**src/rtl/int_to_float.sv**
```systemverilog
// int_to_float: sequential signed-integer to IEEE-754 binary32 encoder.
//
// Accepts a 32-bit two's-complement integer over a ready/valid handshake,
// normalizes its magnitude one bit per cycle, then applies
// round-to-nearest-even. The result is presented on a second
// ready/valid handshake. Accept and output never overlap: a new input
// is taken only after the previous result has been consumed.
//
// Ports:
//   clk        rising-edge clock
//   reset      synchronous, active-high reset
//   in_valid   in_int is valid
//   in_ready   block can accept an input (high only while idle)
//   in_int     signed two's-complement integer (INT_W bits)
//   out_valid  out_result is valid
//   out_ready  consumer accepts out_result
//   out_result IEEE-754 word {sign, exp[7:0], frac[22:0]}
//
// Only XLEN = 32 and INT_W = 32 are supported.

module int_to_float #(
  parameter int XLEN  = 32,
  parameter int INT_W = 32
) (
  input  logic             clk,
  input  logic             reset,
  input  logic             in_valid,
  output logic             in_ready,
  input  logic [INT_W-1:0] in_int,
  output logic             out_valid,
  input  logic             out_ready,
  output logic [XLEN-1:0]  out_result
);

  // Biased exponent of a value whose leading one sits at bit INT_W-1.
  localparam logic [7:0] EXP_SEED = 8'(127 + INT_W - 1);

  typedef enum logic [1:0] {
    IDLE,
    NORM,
    ROUND,
    DONE
  } state_t;

  state_t            state, state_d;
  logic [INT_W-1:0]  mag, mag_d;
  logic [7:0]        exp_q, exp_d;
  logic              sign, sign_d;
  logic [XLEN-1:0]   result_d;

  // Rounding terms, only meaningful in ROUND (mag is normalized there).
  logic              lsb, guard, sticky, round_up;
  logic [24:0]       m24;

  assign in_ready  = (state == IDLE);
  assign out_valid = (state == DONE);

  assign lsb      = mag[8];
  assign guard    = mag[7];
  assign sticky   = |mag[6:0];
  assign round_up = guard && (sticky || lsb);
  // Extra top bit catches the carry when 24 ones round up.
  assign m24      = {1'b0, mag[31:8]} + {24'd0, round_up};

  // NOTE: every signal assigned here gets a default first, so no path
  // leaves it unassigned and no latch is inferred.
  always_comb begin
    state_d  = state;
    mag_d    = mag;
    exp_d    = exp_q;
    sign_d   = sign;
    result_d = out_result;

    unique case (state)
      IDLE: begin
        if (in_valid) begin
          sign_d = in_int[INT_W-1];
          // Unsigned wrap makes -2^31 come out as 0x80000000.
          mag_d  = in_int[INT_W-1] ? ('0 - in_int) : in_int;
          exp_d  = EXP_SEED;
          if (in_int == '0) begin
            // Zero has no leading one to find; emit +0 directly.
            result_d = '0;
            state_d  = DONE;
          end else begin
            state_d = NORM;
          end
        end
      end

      NORM: begin
        if (mag[INT_W-1]) begin
          state_d = ROUND;
        end else begin
          mag_d = {mag[INT_W-2:0], 1'b0};
          exp_d = exp_q - 8'd1;
        end
      end

      ROUND: begin
        if (m24[24]) begin
          // Mantissa overflowed to 2.0: renormalize by bumping exponent.
          result_d = {sign, exp_q + 8'd1, 23'd0};
        end else begin
          result_d = {sign, exp_q, m24[22:0]};
        end
        state_d = DONE;
      end

      DONE: begin
        if (out_ready) begin
          state_d = IDLE;
        end
      end

      default: state_d = IDLE;
    endcase
  end

  // NOTE: state registers use non-blocking assignments so every flop
  // samples the values from before this edge, independent of order.
  always_ff @(posedge clk) begin
    if (reset) begin
      state      <= IDLE;
      mag        <= '0;
      exp_q      <= '0;
      sign       <= 1'b0;
      out_result <= '0;
    end else begin
      state      <= state_d;
      mag        <= mag_d;
      exp_q      <= exp_d;
      sign       <= sign_d;
      out_result <= result_d;
    end
  end

endmodule

```
**config.mk**
```make
export PLATFORM = sky130hd
export DESIGN_NAME = int_to_float
export DESIGN_NICKNAME = d
export VERILOG_FILES = /design/src/rtl/int_to_float.sv
export SDC_FILE = /design/constraint.sdc
export NUM_CORES = 1
export LEC_CHECK = 0
export CAP_MARGIN = 20
export CORE_UTILIZATION = 50
export DETAILED_ROUTE_END_ITERATION = 8
export GPL_TIMING_DRIVEN = 0
export PLACE_DENSITY = 0.78
export SKIP_LAST_GASP = 1
export SLEW_MARGIN = 20
export SYNTH_ARGS = -nofsm -noshare
export SYNTH_HDL_FRONTEND = slang
export SYNTH_SLANG_ARGS = --single-unit
```
**constraint.sdc**
```tcl
create_clock -name clk -period 3 [get_ports clk]
set_clock_uncertainty 0.1 [all_clocks]
set_input_delay 0.3 -clock clk [delete_from_list [all_inputs] [get_ports clk]]
set_output_delay 0.3 -clock clk [all_outputs]
set_load 0.05 [all_outputs]
```
After elaboration in Yosys (flattened, before gate mapping) --
Index checks and enable logic that the tools add are counted. Widths: inputs -> output; s select.
Storage, ports and cells: word-level logic and storage cells 46, register bits 75, output and inout bits 34
Operators by class: add/sub/neg operators 4, muxes and demuxes 16, equal/unequal tests 8, reductions and logical operators 12
Operator list (number):
- $mux 32 | 5
- $pmux 32 s2 | 2
- $logic_not 32->1 | 1
- $sub 1x32->32 const A | 1
- $mux 31 | 1
- $add 24x1->25 | 1
- $mux 8 | 2
- $pmux 8 s2 | 1
- $reduce_and 3->1 | 3
- $add 8x1->8 const B | 1
- $mux 2 | 4
- $pmux 2 s4 | 1
- $sub 8x1->8 const B | 1
- $reduce_or 7->1 | 1
- $ne 2x2->1 const B | 3
- $eq 2x2->1 const B | 2
- $ne 2x1->1 const B | 2
- $reduce_and 2->1 | 2
- $reduce_bool 2->1 | 2
- $eq 2x1->1 const B | 1
- $logic_not 2->1 | 1
- $logic_and 1x1->1 | 1
- $logic_or 1x1->1 | 1

Logic depth before layout (Yosys ltp) --
word-level depth 6, gate-level depth with buffers 9

Worst setup path after synthesis --
Ideal clock, no wire load.
path type input to register, start point input port in_int[10], end point register mag[26], data required time 2.786 ns, cell stages on the path 6, buffers on the path 0, arrival time 2.488 ns, slack 0.298 ns, path through or4_4 > or4_4 > or3_4 > o41ai_1 > xor2_1 > a2111oi_0
Between the ends: longest elaborated chain between the ends 4
RTL lines:
- start: declaration | RTL line 29 | input logic [INT_W-1:0] in_int,
- $sub 1x32->32 | RTL line 79 | mag_d = in_int[INT_W-1] ? ('0 - in_int) : in_int;
- $mux 32 | RTL line 79
- $mux 32 | RTL line 76 | if (in_valid) begin
- $pmux 32 s2 | RTL line 74 | unique case (state)
- end signal: assignment | RTL line 131 | mag <= mag_d;
- end: declaration | RTL line 46 | logic [INT_W-1:0] mag, mag_d;
No other way between the ends. The select of a mux whose other input is x is not followed. A chain may end at the register's enable or synchronous reset.

Final worst setup path --
start point register state[1], end point register mag[17]
Between the ends: longest elaborated chain between the ends 3, elaborated cells between the ends (all ways) 7, classes of those cells eq/ne (3); mux (1); reduce/logical (3)
RTL lines:
- start: declaration | RTL line 45 | state_t state, state_d;
- start signal: assignment | RTL line 130 | state <= state_d;
- $eq 2x1->1 or $logic_not 2->1 (tied branches) | RTL line 74
- $ne 2x2->1 (no line) or $reduce_bool 2->1 (tied branches)
- $reduce_and 3->1 (no line)
Several ways; a longest one is shown, not always the timed one.

==> metrics.md <==
| Metric | Value |
|---|---|
| Area occupied by registers | 1500 sq um |
| GR peak layer | met2 |
| Total GRT Usage | ~28% |
| Worst slew pin tran | 773 ps |
| H-tree level count | 3 |
| Post-CTS Setup Bufs | 0 |
| PwrDens | about 770 nW/um^2 |
| Final nets | approximately 700 |
| Period utilization | 99.0% |
| Setup-failing EPs final | 0 |
| Clk Latency, worst-skew pair | 360 ps |
| Via count | 4725 |
| CTS clk-pin slew, worst paths | approximately 80 ps |
| CTS Buf Count | 9 |
| Area leader, netlist | dfxtp_1 |
| Vias in the first global route | ~4400 |
| Area Growth Syn to Fin | 22.8% |
| DR iter-0 viols | about 390 |
| Effective utilization at floorplan | 51.9% |
| Clock sink count | 75 |
| Die width | slightly below 100 um |
| N_diodes | 0 |
| #FFs+latches synth | 75 |
| Worst min path class | reg2reg |
| Worst hold path depth | 2 |
| Final TNS setup | 0 ps |
| Met2 Track Usage GR | a little under half |
| Ys Warns | 0 |
| Critical path data arrival time | 3140 ps |
| Clk buf depth | 2 |
| Violated checks | design-rule violations |
| I/O Pins | 70 |
| Setup Crit Path Kind | reg2reg |
| Hold-fix buffers at CTS | 0 |
| Status | finished, violations left |
| Max-slew headroom | approximately 48% |
| Reg2Reg Depth | 9 |
| Post-Route WL | between 10000 and 15000 um |
| Vias per cell | 6.05 |
| # fillers | approximately 800 |
| Asr flop ratio synth | 0% |
| DP Worst Slack | -373 ps |
| Pleak | 1.91 nW |
| Detail Route Antenna Nets | 0 |
| Most frequent cell after synthesis | dfxtp_1 |
| Row count | 34 |
| Crit path max fanout | 10 |
| WP data required | roughly 3200 ps |
| Syn Inst Count | a little under 600 |
| Final worst slack | slightly below 30 ps |
| Fin crit period | between 2000 and 3000 ps |
| Mean post-synth cell area | 7.78 sq um |
| Average wire per standard cell | approximately 17 um |
| Die Y | between 90 and 100 um |
| Die Area | between 9000 and 10000 sq um |
| Top FF cell, synth | dfxtp_1 |
| Crit path capture type | flop |
| RSZ-0062 raised after global routing | yes |
| Synth top area share | around a third |
| I/O Buffers | slightly below 70 |
| Post-DP HPWL | between 10000 and 15000 um |
| Peak Freq | 0.337 GHz |
| Sequential area share after synthesis | between 30% and 40% |
| Peak supply drop | slightly above 300 uV |
| Synth unique cells | 60 |
| Largest net degree at the start of global routing | 14 |
| DR DRC count | 18 |
| First-pass GRT wire length | approximately 21000 um |
| Global-route track usage on met3 | 4.17% |
| Initial antenna violation count | 0 |
| Final Max Slew Viols | 0 |
| Hold Vio Cnt, Final | 0 |
| Multi-input logic area | roughly 2900 sq um |
| Net count after synthesis | between 600 and 700 |
| Post-Syn Area | roughly 4600 sq um |
| Max Cap Violations | 0 |
| TritonCTS clock tree | built |
| Met1 Use GR | 36.5% |
| GPL Wtd Cong | 0.968 |
| Share of layout cells above drive strength 1 | 5.20% |
| First-pass DRT Iterations | 7 |
| Top cells by area, synth | dfxtp_1 (33%), xnor2_1 (6.3%), a21oi_1 (5.9%) |
| Post-synth EDFFs | 0 |
| Commonest cells in the netlist | dfxtp_1 (75), nand2_1 (59), a21oi_1 (54) |
| Gr ovfl total | 0 |
| Startpoint Class | flop |
| Root buf cell | clkbuf_8 |
| Core Area | 8810 sq um |
[critical path, cell delays in order (launching register included)]
cell and delay (ps):
dfxtp_1 350, inv_1 90, ha_1 290, nor2b_1 200, clkbuf_1 450, o21a_1 390, clkbuf_1 460, clkbuf_2 340
nor2_1 60, nor3_1 150
[power by group]
group	total (mW)	switching (mW)	internal, mW
sequential	1.47	0.247	1.22
clock	0.779	0.399	0.381
combinational	2.09	1.35	0.745
total	4.34	1.99	2.34
[registers in the layout, summed over array words and instances (netlist names)]
register and cells:
exp_q 8, sign 1, mag 32, state 2, out_result 32
[path summary, 6_finish.rpt]
check,start,end,slack (ps)
setup / recovery,state[1]$_SDFFE_PP0P_,mag[17]$_SDFFE_PP0P_,30
hold reg to reg,out_result[1]$_SDFFE_PP0P_,out_result[1]$_SDFFE_PP0P_,350
setup reg to reg,state[1]$_SDFFE_PP0P_,mag[17]$_SDFFE_PP0P_,30
hold / removal,out_result[1]$_SDFFE_PP0P_,out_result[1]$_SDFFE_PP0P_,350
[metrics by stage]
step | cell area, sq um | util (%) | power, mW | std cells | hold WS [ps]
floorplan | 4570 | - | 2.90 | 588 | 301
global placement | 5400 | 61.3 | 3.44 | 765 | 339
detailed placement | 5400 | 61.3 | 3.50 | 765 | 343
CTS | 5590 | 63.5 | 4.27 | 781 | 354
global route | 5620 | 63.8 | 4.59 | 781 | 372
finish | 5620 | 63.8 | 4.34 | 781 | 352
[placed cells by master (no fill, tap or decap), drive strengths merged, types with 11 or more instances in the layout]
master / netlist / final
a211oi: 11 / 11
a21oi: 54 / 54
clkbuf: 36 / 46
clkdlybuf4s50: 0 / 69
dfxtp: 75 / 75
inv: 14 / 14
nand2: 59 / 59
nand3: 43 / 43
nor2: 52 / 52
nor3: 27 / 27
nor4: 13 / 13
o21ai: 18 / 18
xnor2: 33 / 33
xor2: 26 / 26
[cell type report]
class	count	share of cell area, %
plain buffers	43	3.12
multi-input cells	456	51.1
clock buffers	9	2.21
repair buffers	69	12.3
flip-flops and latches	75	26.7
clock inverters	7	1.23
well taps	108	2.41
inverters	14	0.936
[per-layer routing]
| layer | vias up | part of all wire, % |
|---|---|---|
| met5 | - | 0 |
| met4 | 0 | 2.3 |
| met3 | 36 | 7.1 |
| met2 | 239 | 46 |
| met1 | 2155 | 44 |
| li1 | 2295 | - |
[cell families (layout without fill, tap and decap cells)]
kind of cell	Yosys count	after routing	share of synthesized area, %
and+or+nand+nor	244	244	26.7
xor gates and xnor gates	59	59	11.3
buffers and inverters	57	142	4.95
muxes	2	2	0.465
adders and majority gates	9	9	2.46
DFF	75	75	32.8
AOI/OAI and AO/OA	142	142	21.2
[what timing repair did]
item / CTS / global route
setup endpoints to repair: 1 / 41
pin swaps: 0 / 1
cloned: 0 / 0
gates resized for setup: 1 / 5
Note: power is estimated with default switching activity, not from simulation.
